`config.mk`:
```
export PLATFORM = sky130hd
export DESIGN_NAME = fetch_unit
export DESIGN_NICKNAME = d
export VERILOG_FILES = /design/src/rtl/fetch_unit_pkg.sv /design/src/rtl/fetch_unit_fifo.sv /design/src/rtl/fetch_unit.sv
export SDC_FILE = /design/constraint.sdc
export NUM_CORES = 1
export LEC_CHECK = 0
export BUFFER_PORTS_ARGS = -buffer_cell sky130_fd_sc_hd__buf_2
export CORE_AREA = 4 4 76 106
export CTS_BUF_LIST = sky130_fd_sc_hd__clkbuf_8
export DETAILED_ROUTE_END_ITERATION = 8
export DIE_AREA = 0 0 80 110
export GPL_TIMING_DRIVEN = 0
export PLACE_DENSITY_LB_ADDON = 0.08
export SLEW_MARGIN = 20
export SYNTH_ARGS = -nofsm -noshare
export SYNTH_HDL_FRONTEND = slang
export SYNTH_SLANG_ARGS = --single-unit
export TNS_END_PERCENT = 20
```
`constraint.sdc`:
```
create_clock -name clk -period 5.95 [get_ports clk]
set_clock_uncertainty 0.2 [all_clocks]
set_input_delay 1.19 -clock clk [delete_from_list [all_inputs] [get_ports clk]]
set_output_delay 1.19 -clock clk [all_outputs]
set_load 0.02 [all_outputs]
```
`src/rtl/fetch_unit_pkg.sv`:
```
// Shared constants and entry layout for the instruction byte-fetch front end.
package fetch_unit_pkg;

  localparam int ROM_ADDR_WIDTH = 6;
  localparam int ROM_DATA_WIDTH = 8;

  // Fetch address taken out of reset.
  localparam logic [ROM_ADDR_WIDTH-1:0] RESET_VECTOR = '0;

  // One buffered byte together with the ROM address it was read from.
  typedef struct packed {
    logic [ROM_DATA_WIDTH-1:0] data;
    logic [ROM_ADDR_WIDTH-1:0] address;
  } fetch_entry_t;

endpackage

```
`src/rtl/fetch_unit_fifo.sv`:
```
// Small synchronous FIFO holding fetched {data, address} entries.
// The head entry is read combinationally. A flush empties the queue in one
// cycle. Storage is zeroed on reset so the head reads back as zero.
module fetch_fifo
  import fetch_unit_pkg::*;
#(
  parameter int WIDTH = ROM_DATA_WIDTH + ROM_ADDR_WIDTH,
  parameter int DEPTH = 4
) (
  input  logic                     clk,
  input  logic                     reset,
  input  logic                     push,
  input  logic [WIDTH-1:0]         push_data,
  input  logic                     pop,
  input  logic                     flush,
  output logic [WIDTH-1:0]         head,
  output logic [$clog2(DEPTH):0]   count
);

  localparam int PTR_W = $clog2(DEPTH);
  localparam int CNT_W = PTR_W + 1;
  localparam logic [PTR_W-1:0] PTR_ONE = PTR_W'(1);
  localparam logic [CNT_W-1:0] CNT_ONE = CNT_W'(1);
  localparam logic [CNT_W-1:0] CNT_FULL = CNT_W'(DEPTH);

  logic [WIDTH-1:0] mem [DEPTH];
  logic [PTR_W-1:0] rd_ptr;
  logic [PTR_W-1:0] wr_ptr;
  logic             do_push;
  logic             do_pop;

  // A pop on an empty queue is ignored; a push into a full queue is dropped.
  assign do_pop  = pop && (count != '0);
  assign do_push = push && (count != CNT_FULL);

  assign head = mem[rd_ptr];

  // Pointer, occupancy and storage update; flush beats push and pop.
  always_ff @(posedge clk) begin
    if (reset) begin
      rd_ptr <= '0;
      wr_ptr <= '0;
      count  <= '0;
      for (int i = 0; i < DEPTH; i++) begin
        mem[i] <= '0;
      end
    end else if (flush) begin
      rd_ptr <= '0;
      wr_ptr <= '0;
      count  <= '0;
    end else begin
      if (do_push) begin
        mem[wr_ptr] <= push_data;
        wr_ptr      <= wr_ptr + PTR_ONE;
      end
      if (do_pop) begin
        rd_ptr <= rd_ptr + PTR_ONE;
      end
      case ({do_push, do_pop})
        2'b10:   count <= count + CNT_ONE;
        2'b01:   count <= count - CNT_ONE;
        default: count <= count;
      endcase
    end
  end

endmodule

```
`src/rtl/fetch_unit.sv`:
```
// Sequential byte fetch from a registered program ROM into a small FIFO,
// presented to the decoder over valid/ready, with redirect-and-flush on jump.
module fetch_unit
  import fetch_unit_pkg::*;
#(
  parameter int                    ADDR_WIDTH    = ROM_ADDR_WIDTH,
  parameter int                    DEPTH         = 4,
  parameter logic [ADDR_WIDTH-1:0] RESET_ADDRESS = RESET_VECTOR
) (
  input  logic                      clk,
  input  logic                      reset,
  output logic [ADDR_WIDTH-1:0]     rom_address,
  input  logic [ROM_DATA_WIDTH-1:0] rom_data,
  input  logic                      jump,
  input  logic [ADDR_WIDTH-1:0]     jump_address,
  input  logic                      ready,
  output logic                      valid,
  output logic [ROM_DATA_WIDTH-1:0] data_out,
  output logic [ADDR_WIDTH-1:0]     data_address,
  output logic [$clog2(DEPTH):0]    count
);

  localparam int CNT_W   = $clog2(DEPTH) + 1;
  localparam int ENTRY_W = ROM_DATA_WIDTH + ADDR_WIDTH;
  localparam logic [ADDR_WIDTH-1:0] PC_ONE    = ADDR_WIDTH'(1);
  localparam logic [CNT_W:0]        CREDIT_MAX = (CNT_W + 1)'(DEPTH);

  // p0: address presented to the ROM this cycle.
  logic [ADDR_WIDTH-1:0] fetch_pc;
  // p1: a read was issued last edge; its byte is on rom_data now.
  logic                  vld_p1;
  logic [ADDR_WIDTH-1:0] addr_p1;

  logic                  issue;
  logic [ENTRY_W-1:0]    head;

  assign rom_address = fetch_pc;

  // Issue only when buffered plus in-flight bytes leave a free slot. A pop
  // in the same cycle is not credited, so the FIFO can never overflow.
  assign issue = (({1'b0, count} + {{CNT_W{1'b0}}, vld_p1}) < CREDIT_MAX);

  // Fetch address and in-flight flag; reset beats jump beats issue.
  always_ff @(posedge clk) begin
    if (reset) begin
      fetch_pc <= RESET_ADDRESS;
      vld_p1   <= 1'b0;
    end else if (jump) begin
      fetch_pc <= jump_address;
      vld_p1   <= 1'b0;
    end else if (issue) begin
      fetch_pc <= fetch_pc + PC_ONE;
      vld_p1   <= 1'b1;
    end else begin
      vld_p1   <= 1'b0;
    end
  end

  // Remember which address the in-flight byte belongs to.
  always_ff @(posedge clk) begin
    if (issue) begin
      addr_p1 <= fetch_pc;
    end
  end

  // p2: captured bytes wait in the FIFO for the decoder.
  fetch_fifo #(
    .WIDTH (ENTRY_W),
    .DEPTH (DEPTH)
  ) u_fifo (
    .clk       (clk),
    .reset     (reset),
    .push      (vld_p1),
    .push_data ({rom_data, addr_p1}),
    .pop       (valid && ready),
    .flush     (jump),
    .head      (head),
    .count     (count)
  );

  assign valid        = (count != '0);
  assign data_out     = head[ADDR_WIDTH +: ROM_DATA_WIDTH];
  assign data_address = head[ADDR_WIDTH-1:0];

endmodule

```
==> metrics.md <==
| Metric | Value |
|---|---|
| Status | complete, no violations |
| Flop pwr share | 59.8% |
| Max Slew Vio Count | 0 |
| Logic pwr share | a little under 8% |
| Core Region | between 7000 and 8000 um^2 |
| Share of cells above drive strength 1 | around a third |
| Critical path class | reg2out |
| Yosys warns | 0 |
| Nets | between 300 and 400 |
| Cell internal pwr | between 700 and 800 uW |
| Register Area | 2180 um^2 |
| CTS tree | yes |
| Synthesized Nets | about 260 |
| Post-layout min period | 3.37 ns |
| Sequential share of the synthesized area | between 60% and 70% |
| Drc violations | 0 |
| Post-Synth XOR/XNOR Area | under 10% |
| Distinct cell type count after synthesis | 49 |
| TNS Setup | 0 ns |
| ANT cells | 0 |
| Yosys reg bits | ~80 |
| Synth Flop Type | edfxtp_1 |
| Cell taking the most area after synthesis | edfxtp_1 |
| Die W | about 80 um |
| Largest net degree at the start of global routing | 15 |
| Area growth, synth to finish | 14.4% |
| Area of the multi-input gates | between 1000 and 1500 um^2 |
| Setup violators final | 0 |
| DIE AREA | just under 9000 um^2 |
| Root buffer selected by CTS | clkbuf_8 |
| Post-route ant nets | 0 |
| Mux contribution to synthesized area | 8.91% |
| Switching fraction of total power | between 20% and 30% |
| Worst Path Buf+Inv | 3 |
| Placed Area | ~3900 um^2 |
| CP Launch Type | flip-flop |
| Most frequent cell after synthesis | edfxtp_1 |
| Post-synthesis compound-gate area fraction | under 10% |
| Post-synth top area share | between 50% and 60% |
| R2r setup slk | about 3.4 ns |
| WL final | 6.46 mm |
| Vias in the first global route | 2124 |
| Clock buffer count from CTS | 9 |
| Clk pwr share | between 30% and 40% |
| Drt pass-1 iters | 4 |
| IO Pins | 42 |
| Syn Area/Cell | around 15 um^2 |
| Max transition margin | roughly 49% |
| Unrepaired setup endpoints after global routing | no |
| Slowest stage delay, CP | between 0.5 and 0.6 ns |
| Worst Tran Pin Value | 0.770 ns |
| Setup bufs post-CTS | 0 |
| Period utilisation layout | between 50% and 60% |
| CP endpoint kind | primary output |
| GR Util All Layers | around 17% |
| Post-synthesis simple-gate area fraction | between 10% and 20% |
| Crit-path max FO | 10 |
| Clk_lat worst skew | around 0.35 ns |
| Leakage Power | about 1.5 nW |
| CP delay by family, top | buffers and inverters |
| Final GP Congestion | approximately 0.69 |
| Synth area leaders | edfxtp_1, and2_1, dfxtp_1, mux4_2, buf_4 |
| Final Cell Area | ~4000 um^2 |
| CP most frequent cell | buf_2 |
| Post-synth EDFFs | 62 |
| Crit path DAT | between 1.5 and 2 ns |
| Routed via count | about 2000 |
| Max-cap viol count | 0 |
| Hold WS | roughly 0.32 ns |
| Crit path cell chain | buf_2 > buf_2 > mux4_2 > buf_2 |
| Pwr dens | 258 nW/um^2 |
| Post-synth ARST share | 0% |
| Fmax | 0.297 GHz |
| CTS Hold Buffers Added | 0 |
| Row count | 36 |
| Synth cell count leaders | edfxtp_1, and2_1, dfxtp_1, mux4_2, inv_1 |
| Dominant combinational cell family by area after synthesis | simple AND/OR/NAND/NOR gates |
| Slowest stage cell on the critical path | mux4_2 |
| Synthesized cell area | 3540 um^2 |
| Post_cts resized | 0 |
| Hold crit path type | reg2reg |
| Mapped Cells | 240 |
| Overflow after GRT | 0 |
| Die height | around 110 um |
| Htree depth | 3 |
| Maximum VDD drop | around 0.13 mV |
| Initial antenna violation count | 0 |
| Hpwl dp | 4.45 mm |
| Wire per inst | around 17 um |
| Clk sinks | between 70 and 80 |
| First-pass GRT wire length | 10.7 mm |
| Via density | between 5 and 6 |
| Port Buf Inserts | 39 |
| Adder-Cell Fraction of Synth Area | ~1.3% |
| Drt first-iter violations | 100 |
| Final Hold Violating Endpoints | 0 |
| Maximum buffer depth of the clock tree | 2 |
| Clk slew on worst S/H paths | 0.08 ns |
| Initial Util | 50.3% |
| Required time worst endpoint | ~4.6 ns |
| Switching power | around 250 uW |
| Fillers | 598 |
-- sequential cells by signal (all words and copies together) (netlist names), named ones only --
register and count:
addr_p1 6, rom_address 6, u_fifo.count 3, u_fifo.mem 56, u_fifo.rd_ptr 2, u_fifo.wr_ptr 2
vld_p1 1
-- routing by layer --
layer / part of all wire, % / wire length (um) / track usage, % / up-vias
met2: 53 / 3440 / 29.7 / 50
met1: 39 / 2540 / 19.2 / 986
met4: 1.9 / 125 / 6.64 / 0
met5: 0 / 0 / 0 / -
met3: 5.5 / 353 / 4.15 / 10
li1: - / - / - / 988
-- cell families (layout without fill, tap and decap cells) --
| logic type | count (synthesis) | count (layout) |
|---|---|---|
| buf+inv | 23 | 79 |
| compound gates | 23 | 23 |
| simple gates | 94 | 94 |
| fa+ha+maj | 3 | 3 |
| flops | 78 | 78 |
| mux | 14 | 14 |
| xor+xnor | 5 | 5 |
-- placed cells by master, fill, tap and decap left out, types with 3 or more instances in the layout --
master | netlist | final
inv_1 | 10 | 10
clkbuf_8 | 0 | 9
and2_1 | 57 | 57
dfxtp_1 | 16 | 16
nor2_1 | 8 | 8
a311oi_1 | 3 | 3
buf_2 | 3 | 42
xor2_1 | 3 | 3
or2_1 | 4 | 4
a21oi_1 | 5 | 5
nand2b_1 | 3 | 3
buf_4 | 5 | 5
mux4_2 | 14 | 14
edfxtp_1 | 62 | 62
nand2_1 | 3 | 3
-- worst paths after layout --
kind,startpoint,cells past startpoint,to
setup / recovery,flip-flop,4,data_out[7]
setup reg to reg,u_fifo.count[2]$_SDFFE_PP0P_,8,u_fifo.count[2]$_SDFFE_PP0P_
hold reg to reg,rom_address[1]$_SDFFE_PP0P_,0,addr_p1[1]$_DFFE_PP_
hold / removal,rom_address[1]$_SDFFE_PP0P_,0,addr_p1[1]$_DFFE_PP_
-- power by group through the flow --
stage | clock network (mW) | logic (mW) | registers (mW)
2_1_floorplan | 0 | 0.0506 | 0.636
3_3_place_gp | 0 | 0.0804 | 0.635
3_5_place_dp | 0 | 0.0830 | 0.636
4_1_cts | 0.347 | 0.0833 | 0.624
5_1_grt | 0.370 | 0.0896 | 0.626
6_report | 0.338 | 0.0815 | 0.623
-- final cells by class --
cell class                 instances  share of cell area, %
timing repair buffer              40                   5.20
clock buffer                       9                   3.06
inverter                          11                   1.02
tap                               95                   2.94
clock inverter                     7                   1.02
multi-input combinational        139                   30.8
sequential                        78                   53.9
buffer                            12                   2.04
-- stage by stage --
| stage | util [%] | setup slack, ns | std cells | power (mW) |
|---|---|---|---|---|
| floorplan | - | 2.67 | 240 | 0.686 |
| global placement | 54.8 | 1.72 | 374 | 0.715 |
| detailed placement | 55.2 | 2.70 | 375 | 0.719 |
| CTS | 57.6 | 2.50 | 391 | 1.05 |
| global route | 57.6 | 2.43 | 391 | 1.09 |
| finish | 57.6 | 2.58 | 391 | 1.04 |
Note: power is estimated with default switching activity, not from simulation.
